**src/rtl/alu_mul_frontend.sv**
```systemverilog
// RV32M multiply issue/retire wrapper around the unsigned alu_mul core: operand magnitude
// conversion, sign/op sideband pipe, product sign fix-up and an in-order output FIFO.
module alu_mul_frontend #(
   parameter int MUL_LAT   = 6,
   parameter int OUT_DEPTH = 8,
   parameter int TAG_W     = 5
) (
   input  logic             clk,
   input  logic             rst,
   input  logic             flush,
   input  logic             in_valid,
   output logic             in_ready,
   input  logic [1:0]       in_op,
   input  logic [31:0]      in_a,
   input  logic [31:0]      in_b,
   input  logic [TAG_W-1:0] in_tag,
   output logic [31:0]      mul_a,
   output logic [31:0]      mul_b,
   input  logic [63:0]      mul_dest,
   input  logic             mul_ready,
   output logic             out_valid,
   input  logic             out_ready,
   output logic [31:0]      out_data,
   output logic [TAG_W-1:0] out_tag,
   output logic             dbg_state
);
   // Handshake: a request transfers on a rising edge where in_valid & in_ready; a result
   // leaves on a rising edge where out_valid & out_ready. Neither valid waits on its ready.
   localparam int SB_N = MUL_LAT + 1;
   localparam int PW   = $clog2(OUT_DEPTH);
   localparam int CW   = $clog2(OUT_DEPTH + SB_N + 1);
   localparam logic [1:0] OP_MUL    = 2'b00;
   localparam logic [1:0] OP_MULH   = 2'b01;
   localparam logic [1:0] OP_MULHSU = 2'b10;
   localparam logic [PW:0] CNT_ONE  = {{PW{1'b0}}, 1'b1};

   typedef enum logic {WAIT_CORE = 1'b0, RUN = 1'b1} state_t;
   state_t state_q;

   logic [31:0]                mul_a_q, mul_a_d, mul_b_q, mul_b_d;
   logic [SB_N-1:0]            sb_valid_q, sb_valid_d, sb_neg_q, sb_neg_d;
   logic [SB_N-1:0][1:0]       sb_op_q, sb_op_d;
   logic [SB_N-1:0][TAG_W-1:0] sb_tag_q, sb_tag_d;
   logic [OUT_DEPTH-1:0][TAG_W+31:0] mem_q, mem_d;
   logic [PW-1:0]              wr_ptr_q, wr_ptr_d, rd_ptr_q, rd_ptr_d;
   logic [PW:0]                count_q, count_d;

   logic [CW-1:0] inflight, credits_used;
   logic          accept, push, pop, signed_a, signed_b, neg_a, neg_b;
   logic [63:0]   fixed_prod;
   logic [31:0]   push_data;

   // Every op in flight already owns a FIFO slot, so a push can never be refused.
   always_comb begin
      inflight = '0;
      for (int i = 0; i < SB_N; i++) inflight = inflight + CW'(sb_valid_q[i]);
      credits_used = inflight + CW'(count_q);
   end

   assign in_ready = mul_ready & ~flush & ~rst & (credits_used < CW'(OUT_DEPTH));
   assign accept   = in_valid & in_ready;

   assign signed_a = (in_op == OP_MULH) | (in_op == OP_MULHSU);
   assign signed_b = (in_op == OP_MULH);
   assign neg_a    = signed_a & in_a[31];
   assign neg_b    = signed_b & in_b[31];

   // The oldest sideband stage lines up with the core product for the same op.
   assign push       = sb_valid_q[SB_N-1];
   assign fixed_prod = sb_neg_q[SB_N-1] ? (~mul_dest + 64'd1) : mul_dest;
   assign push_data  = (sb_op_q[SB_N-1] == OP_MUL) ? fixed_prod[31:0] : fixed_prod[63:32];
   assign out_valid  = (count_q != '0);
   assign pop        = out_valid & out_ready;

   always_comb begin
      mul_a_d = mul_a_q;
      mul_b_d = mul_b_q;
      if (accept) begin
         mul_a_d = neg_a ? (~in_a + 32'd1) : in_a;
         mul_b_d = neg_b ? (~in_b + 32'd1) : in_b;
      end
      sb_valid_d = {sb_valid_q[SB_N-2:0], accept};
      sb_neg_d   = {sb_neg_q[SB_N-2:0], neg_a ^ neg_b};
      sb_op_d    = {sb_op_q[SB_N-2:0], in_op};
      sb_tag_d   = {sb_tag_q[SB_N-2:0], in_tag};

      mem_d    = mem_q;
      wr_ptr_d = wr_ptr_q;
      rd_ptr_d = rd_ptr_q;
      count_d  = count_q;
      if (push) begin
         mem_d[wr_ptr_q] = {sb_tag_q[SB_N-1], push_data};
         wr_ptr_d        = wr_ptr_q + PW'(1);
      end
      if (pop) rd_ptr_d = rd_ptr_q + PW'(1);
      case ({push, pop})
         2'b10:   count_d = count_q + CNT_ONE;
         2'b01:   count_d = count_q - CNT_ONE;
         default: count_d = count_q;
      endcase

      // Products still inside the core are dropped simply by invalidating their sideband.
      if (flush) begin
         sb_valid_d = '0;
         wr_ptr_d   = '0;
         rd_ptr_d   = '0;
         count_d    = '0;
      end
   end

   always_ff @(posedge clk) begin
      if (rst) begin
         mul_a_q    <= '0;
         mul_b_q    <= '0;
         sb_valid_q <= '0;
         sb_neg_q   <= '0;
         sb_op_q    <= '0;
         sb_tag_q   <= '0;
         mem_q      <= '0;
         wr_ptr_q   <= '0;
         rd_ptr_q   <= '0;
         count_q    <= '0;
      end else begin
         mul_a_q    <= mul_a_d;
         mul_b_q    <= mul_b_d;
         sb_valid_q <= sb_valid_d;
         sb_neg_q   <= sb_neg_d;
         sb_op_q    <= sb_op_d;
         sb_tag_q   <= sb_tag_d;
         mem_q      <= mem_d;
         wr_ptr_q   <= wr_ptr_d;
         rd_ptr_q   <= rd_ptr_d;
         count_q    <= count_d;
      end
   end

   // Warm-up tracker: leaves WAIT_CORE once the core reports ready.
   always_ff @(posedge clk) begin
      if (rst) begin
         state_q <= WAIT_CORE;
      end else begin
         case (state_q)
            WAIT_CORE: if (mul_ready) state_q <= RUN;
            default:   state_q <= RUN;
         endcase
      end
   end

   assign mul_a               = mul_a_q;
   assign mul_b               = mul_b_q;
   assign {out_tag, out_data} = mem_q[rd_ptr_q];
   assign dbg_state           = logic'(state_q);
endmodule

```
**config.mk**
```make
export PLATFORM = sky130hd
export DESIGN_NAME = alu_mul_frontend
export DESIGN_NICKNAME = d
export VERILOG_FILES = /design/src/rtl/alu_mul_frontend.sv
export SDC_FILE = /design/constraint.sdc
export NUM_CORES = 1
export LEC_CHECK = 0
export CAP_MARGIN = 5
export CORE_MARGIN = 2
export CORE_UTILIZATION = 45
export DETAILED_ROUTE_END_ITERATION = 12
export GPL_TIMING_DRIVEN = 0
export MAX_ROUTING_LAYER = met4
export PLACE_DENSITY = 0.75
export SLEW_MARGIN = 10
export SYNTH_ARGS = -nofsm -noshare
export SYNTH_HDL_FRONTEND = slang
export SYNTH_SLANG_ARGS = --single-unit
```
**constraint.sdc**
```tcl
create_clock -name clk -period 4.15 [get_ports clk]
set_input_delay 1.245 -clock clk [delete_from_list [all_inputs] [get_ports clk]]
set_output_delay 1.245 -clock clk [all_outputs]
set_load 0.01 [all_outputs]
```
==> metrics.txt <==
Min-Delay Startpoint=sb_op_d[6]$_SDFF_PP0_; Clock Latency Late Sink=590 ps; flop-to-flop setup slack=approximately 210 ps; initial drt markers=about 2.6k; most frequent cells in the layout=433 x dfxtp_1, 270 x nor2_1, 240 x clkdlybuf4s50_1; Via density=~6.4; CP endpoint=in_ready; DRC=0; Fillers=around 4k; WL final=just over 80 mm; Peak VDD IR=around 0.38 mV; clock transition at the registers of the reported paths=around 60 ps; post-synth top area cell=dfxtp_1; critical path capture point type=primary output; worst min path class=reg -> reg; sequential area share after synthesis=around 41%; total CTS buffers=45; Max Slew Vio Count=0; Synth Flop Type=dfxtp_1; Clock Sink Count=between 400 and 500; initial antenna violation count=3; PortBufs=between 200 and 250; Routed wire per std cell=25.1 µm; worst r2r src=sb_valid_q[0]$_SDFF_PP0_; P&R area growth vs syn=26.2%; Placed Cells=about 3.2k; top cell type's share of synthesized area=between 40 and 50%; Post-Synthesis Cells=approximately 2.3k; Seq cells post-synth=between 400 and 500; gr usage total=between 30% and 40%; Via Count=approximately 21k; crit-path cells=fa_1 > inv_1 > fa_1 > inv_1 > fa_2 > ha_4 > a31o_4 > a21oi_2 > xnor2_1 > and3_1 > buf_2; clk_skew=around 31 ps; Post-Syn Area per Cell=between 9 and 10 µm²; crit path DAT=around 3400 ps; Unique masters post-synth=69; GRT overflow=0; hold path cells=1; Ports=245; Worst Tran Pin Value=1110 ps; final hold violation count=0; Final Instance Area=between 0.02 and 0.03 mm²; die area=0.0486 mm²; Setup Viol. Count Final=2; largest net degree at the start of global routing=16; max_cap viols=0; TritonCTS clock tree=done; mapped cell area=approximately 0.021 mm²; vias in the first global route=20.1k; Final #Nets=between 2k and 3k; Fin Hold WS=around 430 ps; Initial DRT Pass Iterations=6; Placement Cell Area=0.0243 mm²; GP Congestion=about 1.0; Setup CP Type=reg -> out; path depth of the worst reg2reg path=15; RSZ-0062 raised after global routing=yes; largest cells by area after synthesis=dfxtp_1 41%, mux4_2 7.9%, nor2_1 4.8%; capture point of the worst reg-to-reg path=mul_b[24]$_SDFFE_PP0P_; Die X=~220 µm; Die Y=220 µm; most common cell after layout, fill and taps aside=dfxtp_1; CP peak stage delay=520 ps; row cnt=just under 80; Worst Setup SP=sb_valid_q[0]$_SDFF_PP0_; final std cells w/o fill=3288; post-layout minimum cycle time=~4700 ps; FMAX=about 210 MHz; first-pass GRT wire length=about 120 mm; share of layout cells above drive strength 1=11.4%; Tcrit/Tclk final=113%; Final TNS setup=-535 ps; static leakage=8.51 nW; H-tree depth=2; syn_nets=2491; antenna-violating nets left=0; P per Cell Area=353 mW/mm²; DP HPWL=between 50 and 60 mm; Initial Utilization=45.5%; CP Data Required Time=approximately 2900 ps; Critical Path Start Type=flip-flop; slowest CP cell=fa_1; Post-synth EDFFs=0; slack of the critical path=-523 ps; Crit Path Max Fanout=2; clock root cell=clkbuf_16; clk buf depth=3; core area=~0.046 mm²; Slew headroom=a little over a quarter; yosys warns=0; outcome=complete, but fails checks; Post-synth ARST share=0%; failing checks=setup timing
## how the worst min path moves through the flow
stage | to
after floorplan | sb_neg_q[1]$_SDFF_PP0_
after global placement | sb_tag_d[12]$_SDFF_PP0_
after detailed placement | sb_tag_d[13]$_SDFF_PP0_
after CTS | sb_tag_d[18]$_SDFF_PP0_
after global routing | sb_op_d[4]$_SDFF_PP0_
final | sb_op_d[8]$_SDFF_PP0_
## report_power, final
part,total [mW],switching (mW),internal [mW]
Sequential,4.22,0.0159,4.20
Combinational,0.741,0.428,0.313
Clock,4.44,1.74,2.70
Total,9.40,2.19,7.21
## through the flow
step	setup slack (ps)	power (mW)	util, %
after detailed placement	-1300	4.99	52.4
after CTS	-538	9.37	56.7
after floorplan	203	4.61	-
final	-523	9.40	57.4
after global routing	-647	9.63	57.4
after global placement	-1940	4.98	52.3
## cells in the mapped netlist (all sizes together), types with 14 or more instances
cell,count
a211oi,131
a21oi,99
a311oi,51
a31oi,24
and2,16
buf,26
clkbuf,167
dfxtp,434
ha,14
inv,29
mux2,38
mux2i,17
mux4,74
nand2,193
nand2b,20
nand3,34
nand3b,113
nand4,16
nor2,271
nor2b,58
nor3,61
nor4,48
o21ai,111
o31ai,43
or3,28
or4,27
xnor2,57
xor2,24
## layout make-up
type / count / area [µm²] / area share, %
Inverter: 29 / 109 / 0.409
Clock inverter: 21 / 339 / 1.27
Timing Repair Buffer: 265 / 2650 / 9.96
Tap cell: 607 / 759 / 2.86
Buffer: 191 / 826 / 3.11
Sequential cell: 434 / 8690 / 32.7
Clock buffer: 60 / 1290 / 4.86
Multi-Input combinational cell: 1676 / 11900 / 44.8
Antenna cell: 5 / 12.5 / 0.0470
## sequential cells by signal, summed over array words and instances, names as in the netlist, 5 cells and up
signal and flops:
mul_b 32, mul_a 32, mem_q 296, sb_valid_q 7, sb_op_d 12, sb_tag_q 5, sb_neg_q 7, sb_tag_d 30
## critical path, delay by kind of cell (launching register included)
kind                       cells  cell delay (ps)
xor gates and xnor gates       1              150
buffers and inverters          3              230
DFF                            1              320
adders and majority gates      4             1600
and+or+nand+nor                1              190
AOI/OAI and AO/OA              2              360
## routing by layer
metal  share of wire [%]  GRT usage, %  routed length (µm)  vias up
li1                    -             -                   -     9211
met1                  39          43.6               32300    10124
met2                  45          51.5               37300     1319
met3                  11          6.53                8660      274
met4                 5.0          16.6                4140        0
met5                   0             -                   0        -
## kinds of logic (layout without fill, tap and decap cells)
| kind of cell | after synthesis | count (layout) | share of synthesized area, % |
|---|---|---|---|
| simple gates | 921 | 921 | 22.5 |
| other cells | 0 | 5 | 0 |
| flops | 434 | 434 | 41.2 |
| compound gates | 527 | 527 | 17.0 |
| buf+inv | 222 | 566 | 4.03 |
| xor+xnor | 81 | 81 | 3.37 |
| mux | 129 | 129 | 10.7 |
| fa+ha+maj | 18 | 18 | 1.21 |
## what timing repair did
item	CTS	global route
pin swaps	9	11
setup buffers	14	8
hold buffers	0	0
setup endpoints to repair	336	278
resized for setup	91	35
Note: power is estimated with default switching activity, not from simulation.
